`config.mk`:
```
export PLATFORM = sky130hd
export DESIGN_NAME = msi_snoop_bus_arbiter
export DESIGN_NICKNAME = d
export VERILOG_FILES = /design/src/rtl/msi_bus_pkg.sv /design/src/rtl/rr_arbiter_2.sv /design/src/rtl/msi_snoop_bus_arbiter.sv
export SDC_FILE = /design/constraint.sdc
export NUM_CORES = 1
export LEC_CHECK = 0
export CAP_MARGIN = 20
export CORE_ASPECT_RATIO = 2
export CORE_UTILIZATION = 30
export DETAILED_ROUTE_END_ITERATION = 10
export HOLD_SLACK_MARGIN = 0.06
export PLACE_DENSITY = 0.65
export SYNTH_ARGS = -nofsm -noshare
export SYNTH_HDL_FRONTEND = slang
export SYNTH_SLANG_ARGS = --single-unit
```
`constraint.sdc`:
```
create_clock -name clk -period 2.8 [get_ports clk]
set_clock_uncertainty 0.1 [all_clocks]
set_input_delay 0.42 -clock clk [delete_from_list [all_inputs] [get_ports clk]]
set_output_delay 0.42 -clock clk [all_outputs]
set_load 0.02 [all_outputs]
```
`src/rtl/msi_bus_pkg.sv`:
```
// Shared snoop-bus encodings: MSI bus commands and arbiter FSM state codes.
// Imported by the bus arbiter and by the per-core L1 controllers.
package msi_bus_pkg;

    localparam logic [1:0] CMD_WB      = 2'b00;
    localparam logic [1:0] CMD_BUSRD   = 2'b01;
    localparam logic [1:0] CMD_BUSRDX  = 2'b10;
    localparam logic [1:0] CMD_BUSUPGR = 2'b11;

    localparam logic [2:0] ST_IDLE   = 3'd0;
    localparam logic [2:0] ST_SNOOP  = 3'd1;
    localparam logic [2:0] ST_MEM_RD = 3'd2;
    localparam logic [2:0] ST_MEM_WR = 3'd3;
    localparam logic [2:0] ST_DONE   = 3'd4;

    typedef enum logic [2:0] {
        IDLE   = ST_IDLE,
        SNOOP  = ST_SNOOP,
        MEM_RD = ST_MEM_RD,
        MEM_WR = ST_MEM_WR,
        DONE   = ST_DONE
    } bus_state_t;

    // Commands whose DONE cycle carries a fill-data broadcast
    function automatic logic is_fill_cmd(input logic [1:0] cmd);
        return (cmd == CMD_BUSRD) || (cmd == CMD_BUSRDX);
    endfunction

endpackage

```
`src/rtl/rr_arbiter_2.sv`:
```
// Two-way round-robin arbiter; the preference flips away from a core once
// its transaction completes (update pulse), not at grant time.
module rr_arbiter_2 (
    input  logic       clk,
    input  logic       rst,
    input  logic [1:0] req,
    input  logic       update,
    input  logic       owner,
    output logic       grant_valid,
    output logic       grant_idx
);

    logic pref_r;

    // Preference pointer: core 0 after reset, otherwise the core not served last
    always_ff @(posedge clk) begin
        if (rst) begin
            pref_r <= 1'b0;
        end else if (update) begin
            pref_r <= ~owner;
        end else begin
            pref_r <= pref_r;
        end
    end

    // Grant selection
    always_comb begin
        grant_valid = req[0] | req[1];
        if (req == 2'b11) begin
            grant_idx = pref_r;
        end else begin
            grant_idx = req[1];
        end
    end

endmodule

```
`src/rtl/msi_snoop_bus_arbiter.sv`:
```
// Snoop-bus sequencer for the dual-core MSI cache system: arbitrates the two
// L1 controllers, broadcasts each transaction, and sources data from a flush or memory.
module msi_snoop_bus_arbiter
    import msi_bus_pkg::*;
#(
    parameter int ADDR_BITS = 11,
    parameter int DATA_BITS = 16
) (
    input  logic                 clk,
    input  logic                 rst,
    input  logic                 req_0,
    input  logic                 req_1,
    input  logic [1:0]           cmd_0,
    input  logic [1:0]           cmd_1,
    input  logic [ADDR_BITS-1:0] addr_0,
    input  logic [ADDR_BITS-1:0] addr_1,
    input  logic [DATA_BITS-1:0] wdata_0,
    input  logic [DATA_BITS-1:0] wdata_1,
    output logic                 gnt_0,
    output logic                 gnt_1,
    output logic                 done_0,
    output logic                 done_1,
    output logic [DATA_BITS-1:0] rdata,
    output logic                 bus_valid,
    output logic [1:0]           bus_cmd,
    output logic [ADDR_BITS-1:0] bus_addr,
    output logic [DATA_BITS-1:0] bus_data,
    input  logic                 snoop_flush,
    input  logic [DATA_BITS-1:0] snoop_data,
    output logic                 mem_req,
    output logic                 mem_we,
    output logic [ADDR_BITS-1:0] mem_addr,
    output logic [DATA_BITS-1:0] mem_wdata,
    input  logic                 mem_ack,
    input  logic [DATA_BITS-1:0] mem_rdata
);

    localparam logic [ADDR_BITS-1:0] ADDR_ZERO = {ADDR_BITS{1'b0}};
    localparam logic [DATA_BITS-1:0] DATA_ZERO = {DATA_BITS{1'b0}};

    bus_state_t           state_r, state_s;
    logic                 owner_r, owner_s;
    logic [1:0]           cmd_r, cmd_s;
    logic [ADDR_BITS-1:0] addr_r, addr_s;
    logic [DATA_BITS-1:0] wdata_r, wdata_s;
    logic [DATA_BITS-1:0] data_r, data_s;
    logic                 update_s;
    logic                 arb_valid_s, arb_idx_s;
    logic                 fill_s;

    rr_arbiter_2 u_rr (
        .clk         (clk),
        .rst         (rst),
        .req         ({req_1, req_0}),
        .update      (update_s),
        .owner       (owner_r),
        .grant_valid (arb_valid_s),
        .grant_idx   (arb_idx_s)
    );

    // FSM state register
    always_ff @(posedge clk) begin
        if (rst) begin
            state_r <= IDLE;
        end else begin
            state_r <= state_s;
        end
    end

    // Next state and transaction latches
    always_comb begin
        state_s  = state_r;
        owner_s  = owner_r;
        cmd_s    = cmd_r;
        addr_s   = addr_r;
        wdata_s  = wdata_r;
        data_s   = data_r;
        update_s = 1'b0;
        case (state_r)
            IDLE: begin
                if (arb_valid_s) begin
                    owner_s = arb_idx_s;
                    cmd_s   = arb_idx_s ? cmd_1   : cmd_0;
                    addr_s  = arb_idx_s ? addr_1  : addr_0;
                    wdata_s = arb_idx_s ? wdata_1 : wdata_0;
                    data_s  = DATA_ZERO;
                    state_s = SNOOP;
                end else begin
                    state_s = IDLE;
                end
            end
            SNOOP: begin
                case (cmd_r)
                    CMD_BUSUPGR: state_s = DONE;
                    CMD_WB:      state_s = MEM_WR;
                    default: begin
                        if (snoop_flush) begin
                            data_s  = snoop_data;
                            state_s = MEM_WR;
                        end else begin
                            state_s = MEM_RD;
                        end
                    end
                endcase
            end
            MEM_RD: begin
                if (mem_ack) begin
                    data_s  = mem_rdata;
                    state_s = DONE;
                end else begin
                    state_s = MEM_RD;
                end
            end
            MEM_WR: begin
                if (mem_ack) begin
                    state_s = DONE;
                end else begin
                    state_s = MEM_WR;
                end
            end
            DONE: begin
                update_s = 1'b1;
                state_s  = IDLE;
            end
            default: state_s = IDLE;
        endcase
    end

    assign fill_s = (state_s == DONE) && is_fill_cmd(cmd_s);

    // Transaction latches and outputs, registered from the upcoming state
    always_ff @(posedge clk) begin
        if (rst) begin
            owner_r   <= 1'b0;
            cmd_r     <= 2'b00;
            addr_r    <= ADDR_ZERO;
            wdata_r   <= DATA_ZERO;
            data_r    <= DATA_ZERO;
            gnt_0     <= 1'b0;
            gnt_1     <= 1'b0;
            done_0    <= 1'b0;
            done_1    <= 1'b0;
            rdata     <= DATA_ZERO;
            bus_valid <= 1'b0;
            bus_cmd   <= 2'b00;
            bus_addr  <= ADDR_ZERO;
            bus_data  <= DATA_ZERO;
            mem_req   <= 1'b0;
            mem_we    <= 1'b0;
            mem_addr  <= ADDR_ZERO;
            mem_wdata <= DATA_ZERO;
        end else begin
            owner_r   <= owner_s;
            cmd_r     <= cmd_s;
            addr_r    <= addr_s;
            wdata_r   <= wdata_s;
            data_r    <= data_s;
            gnt_0     <= (state_s != IDLE) && (owner_s == 1'b0);
            gnt_1     <= (state_s != IDLE) && (owner_s == 1'b1);
            done_0    <= (state_s == DONE) && (owner_s == 1'b0);
            done_1    <= (state_s == DONE) && (owner_s == 1'b1);
            rdata     <= (state_s == DONE) ? data_s : DATA_ZERO;
            bus_valid <= (state_s == SNOOP) || fill_s;
            bus_cmd   <= (state_s == SNOOP) ? cmd_s : (fill_s ? CMD_BUSRD : 2'b00);
            bus_addr  <= ((state_s == SNOOP) || fill_s) ? addr_s : ADDR_ZERO;
            if (state_s == SNOOP) begin
                bus_data <= (cmd_s == CMD_WB) ? wdata_s : DATA_ZERO;
            end else if (fill_s) begin
                bus_data <= data_s;
            end else begin
                bus_data <= DATA_ZERO;
            end
            mem_req   <= (state_s == MEM_RD) || (state_s == MEM_WR);
            mem_we    <= (state_s == MEM_WR);
            mem_addr  <= ((state_s == MEM_RD) || (state_s == MEM_WR)) ? addr_s : ADDR_ZERO;
            // Writeback carries the core's data; a flush writes back the snooped line
            if (state_s == MEM_WR) begin
                mem_wdata <= (cmd_s == CMD_WB) ? wdata_s : data_s;
            end else begin
                mem_wdata <= DATA_ZERO;
            end
        end
    end

endmodule

```
==> impl_metrics.yaml, run 1 <==
outcome:
  status: "finished, final reports clean"
clock_tree:
  cts_tree: "yes"
  ctsHtreeMaxLevel: 4
  clock_path_buffers: 2
  cts.sinks: 129
  clk_latency_ns: 0.42
  hold_buffers: 0
  clkTransAtPathRegs_ns: 0.06
  numCtsBuffers: 17
  cts_setup_buffers: 0
  cts-root-buf: "clkbuf_16"
  cts-resized-gates: 0
synth:
  netlist_area_um2: 4910
  ys_warn_count: 0
  yosysSeqAreaShare_pct: 52.6
  synth-seq-cells: 129
  synth-edff-count: 0
  synth_top_area_share_pct: 52.6
  avgSynthCellArea_um2: 10.3
  yosysUniqueCellTypes: 52
  synth_area_leader_cell: "dfxtp_1"
  synthTopCellsByArea: "dfxtp_1 53%, mux2i_1 5.7%, and2_1 4.3%"
  synthArstFlopShare_pct: 0
  syn_nets: 577
  synth-main-ff-cell: "dfxtp_1"
  syn_inst: 478
timing:
  rsz0062_at_grt: "no"
  whs_ns: 0.156
  slew_viol_final: 0
  layout_setup_ws_ns: 0.346
  fmax_mhz: 408
  hold_viol: 0
  setup_viol: 0
  max_slew_margin_pct: 63.4
  worst_pin_slew_ns: 0.549
  setup_tns_ns: 0
  min_period_over_period_pct: 87.6
  period_minus_slack_ns: 2.45
worst_setup_path:
  crit_required_ns: 3.06
  cp_max_fo: 12
  critPathKind: "flip-flop to flip-flop"
  crit_arrival_ns: 2.71
  critPathLaunchType: "flip-flop"
  critPathTopFamily: "simple AND/OR/NAND/NOR gates"
  end_kind: "flip-flop"
  cpMaxStageDelayCell: "or3_4"
  cp_cell_sequence: "or3_4 > nor2_4 > mux2_2 > ha_1 > nand4b_1 > a21o_2 > inv_2 > and2_1"
  timing.critical_path.buf_inv: 1
  slowest_delay_ns: 0.43
route:
  antenna_left: 0
  drt_iter0_drc: 195
  vias: 4268
  dr.pass1.iters: 6
  wl_per_cell_um: 18.1
  wl_um: 15800
  via_per_inst: 4.90
  drc: 0
layout:
  final_nets: 756
  mostFrequentLayoutCells: "173 x clkdlybuf4s50_1, 129 x dfxtp_1, 56 x nor2_1"
  final_util_pct: 47.5
  mostFrequentLayoutCell: "clkdlybuf4s50_1"
  drive_above_1_share_pct: 13.9
  antenna_cells: 0
  fin_area_um2: 7530
  syn_to_final_growth_pct: 53.5
  fin_cells: 871
power:
  finalPower_mw: 5.80
  ir_drop_uv: 427
  powerDensity_nw_per_um2: 770
  power_leakage_nw: 2.89
die:
  io_pins: 175
  die_area_um2: 16900
  fp.dieW_um: 92.4
  die_h_um: 183
  fp-row-count: 65
  core_area_um2: 15900
  initial_core_util_pct: 30.9
global_routing:
  track_usage_pct: 19.4
  grt_overflow: 0
  grt_pass1_wl_um: 24300
  antenna_found_initial: 0
  grt_pass1_vias: 4473
  grt_max_degree: 40
placement:
  dpl-instance-area_um2: 6930
  dp_hpwl_um: 11700
  place_ws_ns: -0.0120
  portBuffers: 174
  dp_cells: 839
  gp_congestion: 0.850
job:
  maxCapViolCount: 0
hold_path:
  hold_path_class: "input pin to flip-flop"
report_power, final:
part           switching, mW  internal [mW]
combinational          0.824          0.649
sequential            0.0614           2.01
clock                  0.840           1.41
total                   1.73           4.07
state kept, by name, indices dropped and copies added, names as in the netlist:
name	count
gnt_0	1
wdata_r	16
addr_r	11
bus_valid	1
mem_req	1
bus_cmd	2
mem_addr	11
owner_r	1
gnt_1	1
rdata	16
done_0	1
state_r	3
data_r	16
bus_addr	11
mem_wdata	16
done_1	1
u_rr.pref_r	1
bus_data	16
cmd_r	2
mem_we	1
final cells by class:
| type | instances | area (um^2) |
|---|---|---|
| Inverter | 11 | 41.3 |
| Clock inverter | 14 | 179 |
| Sequential cell | 129 | 2580 |
| Fill cell | 1486 | 8330 |
| Clock buffer | 18 | 429 |
| Tap cell | 201 | 251 |
| Timing Repair Buffer | 195 | 1930 |
| Multi-Input combinational cell | 303 | 2120 |
logic make-up (layout without fill, tap and decap cells):
kind of cell	count (synthesis)	in the layout	share of synthesized area, %
compound gates	98	98	16.7
simple gates	159	159	16.2
mux	43	43	9.15
buf+inv	46	238	4.56
fa+ha+maj	3	3	0.765
flops	129	129	52.6
synth_stat cells, types with 2 or more instances:
cell       instances
a2111oi_2          4
o21ai_0           12
buf_2             17
a211oi_1           6
a311oi_1           2
a21o_1             2
a221oi_2           8
nor2_4             2
a2111oi_1          2
nor3_1             4
a221oi_1          14
buf_6              3
mux2_2            15
nand2_1           42
clkbuf_1          12
ha_1               3
a222oi_1          12
nand2b_1           6
mux2i_1           28
dfxtp_1          129
and2_1            34
nor2_1            56
nor2b_1            2
inv_1             10
a22o_1             4
buf_4              2
a21oi_1           21
o21a_1             2
worst paths after layout:
kind,cells after the start,slack (ns),start,endpoint
worst min-delay path,2,0.16,rst,bus_cmd[0]
worst max register to register,8,0.35,state_r[2],bus_addr[10]
worst min register to register,2,0.37,data_r[11],mem_wdata[11]
worst max-delay path,8,0.35,state_r[2],bus_addr[10]
per-layer routing:
layer  track usage, %  wire length [um]  vias to the layer above
met5                0                 0                        -
met4             8.94               392                        0
met3             4.39               865                       31
met2             38.8              9260                      175
met1             17.8              5260                     2018
li1                 -                 -                     2044
No activity file was read; power rests on OpenSTA's default activity.
==> inputs of run 2 (changes only) <==
--- a/config.mk
+++ b/config.mk
@@ -8,6 +8,7 @@
 export CAP_MARGIN = 20
 export CORE_ASPECT_RATIO = 2
 export CORE_UTILIZATION = 30
+export CTS_CLUSTER_DIAMETER = 60
 export DETAILED_ROUTE_END_ITERATION = 10
 export HOLD_SLACK_MARGIN = 0.06
 export PLACE_DENSITY = 0.65
==> results of run 2 <==
The final DEF is identical to that of run 1; final timing and power are the same.
==> inputs of run 3 (changes only) <==
--- a/config.mk
+++ b/config.mk
@@ -12,6 +12,7 @@
 export DETAILED_ROUTE_END_ITERATION = 10
 export HOLD_SLACK_MARGIN = 0.06
 export PLACE_DENSITY = 0.65
+export SETUP_SLACK_MARGIN = 0.05
 export SYNTH_ARGS = -nofsm -noshare
 export SYNTH_HDL_FRONTEND = slang
 export SYNTH_SLANG_ARGS = --single-unit
==> run 3 against run 2 <==
First-iteration DRC count is 14% higher. Maximum frequency is 1.3% lower. Clock power hardly changed. Core utilization is 0.071 points higher. Die area stayed put. Non-clock buffer count is 1 lower. Global-route usage is 0.89 points lower. Critical path depth is 1 lower. Sequential share of layout area is 0.051 points lower. Highest routed layer unchanged.
==> impl_metrics.yaml, run 3 (same netlist as run 1, synthesis figures left out) <==
outcome:
  status: "finished, final reports clean"
clock_tree:
  clock_path_buffers: 2
  hold_buffers: 0
  cts_tree: "yes"
  cts_setup_buffers: 0
  clkTransAtPathRegs_ns: 0.06
  ctsHtreeMaxLevel: 4
  clk_latency_ns: 0.41
  numCtsBuffers: 17
  cts-resized-gates: 0
  cts-root-buf: "clkbuf_16"
  cts.sinks: 129
worst_setup_path:
  cp.depth: 7
  critPathLaunchType: "flip-flop"
  cp_cell_sequence: "or3_4 > nor2_4 > mux2_2 > ha_1 > inv_1 > nor2_8 > a2111oi_1"
  end_kind: "flip-flop"
  crit_required_ns: 2.99
  timing.critical_path.buf_inv: 1
  crit_arrival_ns: 2.67
  cpMaxStageDelayCell: "or3_4"
  cp_max_fo: 8
  critPathTopFamily: "simple AND/OR/NAND/NOR gates"
  critPathKind: "flip-flop to flip-flop"
  rr_worst_depth: 7
  slowest_delay_ns: 0.44
placement:
  portBuffers: 174
  gp_congestion: 0.876
  dp_hpwl_um: 11500
timing:
  setup_tns_ns: 0
  hold_viol: 0
  min_period_over_period_pct: 88.8
  rsz0062_at_grt: "no"
  fmax_mhz: 402
  whs_ns: 0.297
  max_slew_margin_pct: 62.5
  worst_pin_slew_ns: 0.563
  setup_viol: 0
  period_minus_slack_ns: 2.49
  slew_viol_final: 0
layout:
  mostFrequentLayoutCell: "clkdlybuf4s50_1"
  mostFrequentLayoutCells: "173 x clkdlybuf4s50_1, 129 x dfxtp_1, 56 x nor2_1"
  drive_above_1_share_pct: 13.6
  syn_to_final_growth_pct: 53.7
  final_nets: 755
route:
  wl_per_cell_um: 17.9
  dr.pass1.iters: 5
  wl_um: 15600
  via_per_inst: 4.98
  drt_iter0_drc: 223
  vias: 4327
  antenna_left: 0
  drc: 0
global_routing:
  grt_max_degree: 43
  grt_pass1_vias: 4327
  track_usage_pct: 18.5
  grt_pass1_wl_um: 23200
  antenna_found_initial: 1
  grt_overflow: 0
die:
  fp.dieW_um: 92.4
  io_pins: 175
  die_area_um2: 16900
  fp-row-count: 65
  initial_core_util_pct: 30.9
  die_h_um: 183
  core_area_um2: 15900
hold_path:
  hold_path_class: "input pin to flip-flop"
  min_path_cells: 3
power:
  powerDensity_nw_per_um2: 770
  ir_drop_uv: 414
  power_leakage_nw: 2.90
job:
  maxCapViolCount: 0
run 3: final cells by class:
cell class                      count  area (um^2)
Sequential cell                   129         2580
Inverter                           11         41.3
Timing Repair Buffer              194         1950
Fill cell                        1498         8310
Antenna cell                        1         2.50
Clock buffer                       18          439
Multi-Input combinational cell    303         2120
Tap cell                          201          251
Clock inverter                     12          160
run 3: worst min-delay path: cells and delay by family:
family / cells / cell delay, ns
buffers and inverters: 1 / 0.10
and+or+nand+nor: 2 / 0.23
run 3: final timing paths:
path	startpoint	to	slack (ns)
min reg2reg	owner_r	u_rr.pref_r	0.36
max reg2reg	state_r[2]	mem_wdata[2]	0.31
max	state_r[2]	mem_wdata[2]	0.31
min	rst	state_r[2]	0.30
run 3: power breakdown:
group | switching [mW] | internal (mW)
combinational | 0.833 | 0.663
sequential | 0.0605 | 2.01
clock | 0.822 | 1.42
total | 1.72 | 4.10
run 3: stage by stage:
stage                     std cells  setup slack (ns)  utilization (%)  power (mW)  instance area [um^2]
after floorplan                 478            0.0888                -        2.97                  4910
after global placement          838             0.122             43.8        3.58                  6940
after detailed placement        838           -0.0290             43.8        3.61                  6940
after CTS                       868             0.312             47.6        5.86                  7540
after global routing            869             0.248             47.6        6.07                  7540
final                           869             0.313             47.6        5.81                  7540
run 3: layer usage:
layer / track usage (%) / wire length [um]
met1: 18.1 / 5390
met3: 3.94 / 897
met2: 35.1 / 8710
met5: 0 / 0
met4: 10.2 / 580
